$ cat src/rtl/fas_pkg.sv
// Shared constants, FSM state type and bin-field helpers for the frequency-analysis stage.
package fas_pkg;

    localparam int DW    = 16;
    localparam int NBIN  = 16;
    localparam int IDX_W = 4;
    localparam int BIN_W = 2 * DW;
    localparam int MAG_W = 2 * DW + 1;

    // Bin word layout: real part in the high half, imaginary part in the low half
    localparam int RE_HI = BIN_W - 1;
    localparam int RE_LO = DW;
    localparam int IM_HI = DW - 1;
    localparam int IM_LO = 0;

    typedef enum logic [1:0] {
        IDLE = 2'd0,
        SCAN = 2'd1,
        DONE = 2'd2
    } state_e;

    function automatic logic signed [DW-1:0] bin_re(input logic [BIN_W-1:0] bin);
        return bin[RE_HI:RE_LO];
    endfunction

    function automatic logic signed [DW-1:0] bin_im(input logic [BIN_W-1:0] bin);
        return bin[IM_HI:IM_LO];
    endfunction

endpackage

$ cat src/rtl/fas_mag_sq.sv
// Combinational squared magnitude re^2 + im^2 of one complex sample, full precision.
module fas_mag_sq #(
    parameter int DW = 16
) (
    input  logic signed [DW-1:0] re,
    input  logic signed [DW-1:0] im,
    output logic        [2*DW:0] mag
);

    logic signed [2*DW-1:0] re_sq;
    logic signed [2*DW-1:0] im_sq;

    // A square is never negative and peaks at 2^(2*DW-2), so one extra bit holds the sum
    always_comb begin
        re_sq = (2*DW)'(re) * (2*DW)'(re);
        im_sq = (2*DW)'(im) * (2*DW)'(im);
        mag   = {1'b0, re_sq} + {1'b0, im_sq};
    end

endmodule

$ cat src/rtl/fas_peak_detect.sv
// Captures a 16-bin FFT frame, scans it one bin per cycle and reports the peak-magnitude bin index.
// Build option FAS_SKIP_DC_EN: exclude bin 0 from the search.
module fas_peak_detect #(
    parameter int DW   = 16,
    parameter int NBIN = 16
) (
    input  logic                     clk,
    input  logic                     rst,
    input  logic                     fft_valid,
    input  logic [NBIN*2*DW-1:0]     fft_d_flat,
    output logic                     in_ready,
    output logic                     done,
    output logic [fas_pkg::IDX_W-1:0] freq
);

    import fas_pkg::*;

`ifdef FAS_SKIP_DC_EN
    localparam logic [IDX_W-1:0] FIRST_BIN = IDX_W'(1);
`else
    localparam logic [IDX_W-1:0] FIRST_BIN = IDX_W'(0);
`endif
    localparam logic [IDX_W-1:0] LAST_BIN = IDX_W'(NBIN - 1);

    state_e             state;
    logic [2*DW-1:0]    frame [NBIN];
    logic [IDX_W-1:0]   cnt;
    logic [2*DW:0]      max_mag;
    logic [IDX_W-1:0]   max_idx;
    logic               first;
    logic [2*DW:0]      mag;

    fas_mag_sq #(.DW(DW)) u_mag_sq (
        .re  (bin_re(frame[cnt])),
        .im  (bin_im(frame[cnt])),
        .mag (mag)
    );

    assign in_ready = (state == IDLE);

    // The frame register is written only in IDLE, so a busy-time strobe cannot disturb the scan
    always_ff @(posedge clk) begin
        if (rst) begin
            state   <= IDLE;
            done    <= 1'b0;
            freq    <= '0;
            cnt     <= '0;
            max_mag <= '0;
            max_idx <= '0;
            first   <= 1'b0;
            for (int k = 0; k < NBIN; k++) begin
                frame[k] <= '0;
            end
        end else begin
            done <= 1'b0;
            case (state)
                IDLE: begin
                    if (fft_valid) begin
                        for (int k = 0; k < NBIN; k++) begin
                            frame[k] <= fft_d_flat[k*2*DW +: 2*DW];
                        end
                        cnt     <= FIRST_BIN;
                        max_mag <= '0;
                        first   <= 1'b1;
                        state   <= SCAN;
                    end
                end
                SCAN: begin
                    // Strict compare keeps the lowest index on ties
                    if (first || (mag > max_mag)) begin
                        max_mag <= mag;
                        max_idx <= cnt;
                        first   <= 1'b0;
                    end
                    cnt <= cnt + IDX_W'(1);
                    if (cnt == LAST_BIN) begin
                        state <= DONE;
                    end
                end
                DONE: begin
                    done  <= 1'b1;
                    freq  <= max_idx;
                    state <= IDLE;
                end
                default: begin
                    state <= IDLE;
                end
            endcase
        end
    end

endmodule
$ cat config.mk
export PLATFORM = sky130hd
export DESIGN_NAME = fas_peak_detect
export DESIGN_NICKNAME = d
export VERILOG_FILES = /design/src/rtl/fas_pkg.sv /design/src/rtl/fas_mag_sq.sv /design/src/rtl/fas_peak_detect.sv
export SDC_FILE = /design/constraint.sdc
export NUM_CORES = 2
export LEC_CHECK = 0
export BUFFER_PORTS_ARGS = -buffer_cell sky130_fd_sc_hd__buf_2
export CAP_MARGIN = 20
export CORE_UTILIZATION = 46
export DETAILED_ROUTE_END_ITERATION = 7
export PLACE_DENSITY_LB_ADDON = 0.3
export SYNTH_ARGS = -nofsm -noshare
export SYNTH_HDL_FRONTEND = slang
export SYNTH_SLANG_ARGS = --single-unit
export TNS_END_PERCENT = 30
$ cat constraint.sdc
create_clock -name clk -period 15.27 [get_ports clk]
set_input_delay 0.7635 -clock clk [delete_from_list [all_inputs] [get_ports clk]]
set_output_delay 0.7635 -clock clk [all_outputs]
set_load 0.02 [all_outputs]
==> results.sh <==
export IMPL_status="complete, no violations"
export IMPL_drc=0
export IMPL_period_share_pct=83.4
export IMPL_port_buffers=520
export IMPL_cts_buffer_depth=3
export IMPL_placed_cells=5447
export IMPL_cts_setup_buffers=0
export IMPL_setup_viol=0
export IMPL_track_usage_pct=24.3
export IMPL_crit_path_start_kind="flop"
export IMPL_grt_max_degree=219
export IMPL_syn_nets=5056
export IMPL_arrival_ns=13.32
export IMPL_slowest_stage="dfxtp_4"
export IMPL_io_pins=521
export IMPL_rrSetupSlack_ns=2.53
export IMPL_cp_max_fo=38
export IMPL_die_h_um=314
export IMPL_cts_resized=0
export IMPL_syn_to_final_growth_pct=12.8
export IMPL_fmax_ghz=0.0785
export IMPL_multi_input_area_um2=24800
export IMPL_hold_start="fft_d_flat[499]"
export IMPL_final_nets=5480
export IMPL_syn_avg_cell_area_um2=11.7
export IMPL_synth_warning_count=0
export IMPL_layout_setup_ws_ns=2.53
export IMPL_fillers=8363
export IMPL_wl_per_cell_um=21.2
export IMPL_start_util_pct=46.7
export IMPL_hold_viol_final=0
export IMPL_grt_ovfl_total=0
export IMPL_hold_buffers=0
export IMPL_seq_area_frac_synth_pct=36.8
export IMPL_synth_async_reset_ratio_pct=0
export IMPL_worst_slew_pin_slew_ns=1.10
export IMPL_clockRootBuffer="clkbuf_16"
export IMPL_crit_path_end_kind="flop"
export IMPL_crit_top_cell="fa_1"
export IMPL_clk_pin_slew_ns=0.07
export IMPL_fin_crit_ns=12.74
export IMPL_cts_tree="yes"
export IMPL_syn_area_um2=44600
export IMPL_critPathKind="flop to flop"
export IMPL_synth_seq_cells=565
export IMPL_dpl_hpwl_um=91400
export IMPL_ant_nets=0
export IMPL_globalplace_congestion=0.879
export IMPL_first_iter_violations=2548
export IMPL_ys_flop_type="edfxtp_1"
export IMPL_layout_drive_gt1_share_pct=19.1
export IMPL_crit_required_ns=15.85
export IMPL_antenna_found_initial=28
export IMPL_rsz0062_at_grt="no"
export IMPL_fin_tns_setup_ns=0
export IMPL_dieArea_um2=98300
export IMPL_holdWs_ns=0.393
export IMPL_rows=113
export IMPL_numClockSinks=565
export IMPL_hold_path_class="input port to flop"
export IMPL_dr_total_vias=30100
export IMPL_syn_inst=3821
export IMPL_routed_via_density=5.40
export IMPL_grt_pass1_vias=31500
export IMPL_cap_violations=0
export IMPL_finalNonFillerCells=5567
export IMPL_synth_edf_count=512
export IMPL_core_area_um2=95600
export IMPL_slew_headroom_pct=26.8
export IMPL_drt_first_pass_iters=5
export IMPL_htree_levels=2
export IMPL_finClkSkew_ns=0.0306
export IMPL_register_area_um2=16400
export IMPL_finalWirelength_um=118000
export IMPL_drv_slew=0
export IMPL_grt_pass1_wl_um=181000
export IMPL_synth_distinct_cells=76
export IMPL_critical_path_max_stage_delay_ns=0.80
export IMPL_cts_buffers=61
export IMPL_clk_insertion_delay_late_ns=0.66
export IMPL_place_worst_setup_slack_ns=2.48
export IMPL_die_x_um=314
layout make-up:
type	instances	area share (%)
Timing Repair Buffer	543	5.58
Sequential cell	565	32.7
Tap cell	1265	3.14
Inverter	710	5.32
Multi-Input combinational cell	2364	49.3
Clock buffer	78	3.20
Antenna cell	7	0.0348
Clock inverter	35	0.721
metrics by stage:
step / area, um^2 / utilization [%]
CTS: 50300 / 52.7
global placement: 48400 / 50.6
finish: 50400 / 52.7
global route: 50400 / 52.7
floorplan: 44600 / -
detailed placement: 48400 / 50.6
Yosys cell counts (4+ instances only):
master / number / area, um^2
a211oi_1: 11 / 82.6
a21o_1: 39 / 293
a21oi_1: 101 / 505
a22oi_1: 4 / 30.0
a31o_2: 6 / 52.6
a31oi_1: 7 / 43.8
a32o_1: 4 / 40.0
and2_1: 35 / 219
and3_1: 328 / 2050
buf_1: 11 / 41.3
buf_2: 16 / 80.1
clkbuf_1: 154 / 578
dfxtp_1: 53 / 1060
edfxtp_1: 512 / 15400
fa_1: 469 / 9390
ha_1: 251 / 3140
inv_1: 698 / 2620
inv_2: 10 / 37.5
mux2_2: 6 / 67.6
mux2i_1: 12 / 120
mux4_2: 156 / 3510
nand2_1: 237 / 890
nand2b_1: 11 / 68.8
nand3_1: 37 / 185
nand3b_1: 4 / 30.0
nand4_1: 12 / 75.1
nor2_1: 141 / 529
nor2b_1: 208 / 1300
nor3_1: 18 / 90.1
o211ai_1: 10 / 75.1
o21a_1: 15 / 113
o21ai_0: 28 / 140
o21ai_1: 10 / 50.1
o21bai_1: 19 / 143
o2bb2ai_1: 4 / 35.0
o31a_1: 4 / 35.0
o31ai_1: 4 / 30.0
or3_1: 7 / 43.8
xnor2_1: 77 / 674
xor2_1: 37 / 324
sequential cells by signal, summed over array words and instances, names as in the netlist, named ones only:
register,cells
done,1
max_mag,33
max_idx,4
frame,512
state,2
cnt,4
freq,4
first,1
path summary, 6_finish.rpt:
path	to	cells after the start
worst max register to register	max_mag[24]	39
worst min-delay path	frame[15][19]	2
worst max-delay path	max_mag[24]	39
worst min register to register	max_mag[4]	2
critical path, delay by kind of cell (launching register included):
family	cells	cell delay (ns)
AND/OR/NAND/NOR	10	2.61
AO/OA/AOI/OAI	9	2.53
XOR/XNOR	2	0.44
flip-flops	1	0.80
multiplexers	2	1.18
buffers and inverters	7	1.09
adder cells (fa/ha/maj)	9	3.95
per-layer routing:
layer | wire length (um) | vias to the layer above | GRT usage [%] | part of all wire (%)
met2 | 58300 | 1085 | 40.9 | 49
met1 | 48900 | 15200 | 33.1 | 41
met3 | 7530 | 174 | 3.29 | 6.4
li1 | - | 13600 | - | -
met4 | 3230 | 14 | 6.69 | 2.7
met5 | 82 | - | 0 | 0.069
kinds of logic after synthesis:
logic type,after synthesis,synth area share (%)
compound gates,305,4.54
simple gates,1051,12.5
buf+inv,892,7.55
xor+xnor,114,2.24
fa+ha+maj,720,28.1
mux,174,8.29
flops,565,36.8
placed cells by master, fill, tap and decap left out, types with 77 or more instances in the layout:
master and n:
a21oi_1 101, and3_1 328, buf_2 519, edfxtp_1 512, fa_1 469, ha_1 251
inv_1 696, mux4_2 156, nand2_1 237, nor2_1 141, nor2b_1 207, xnor2_1 77
Power is not shown: default switching activity piles up to over one toggle a cycle in this logic, so the estimate is an artifact.
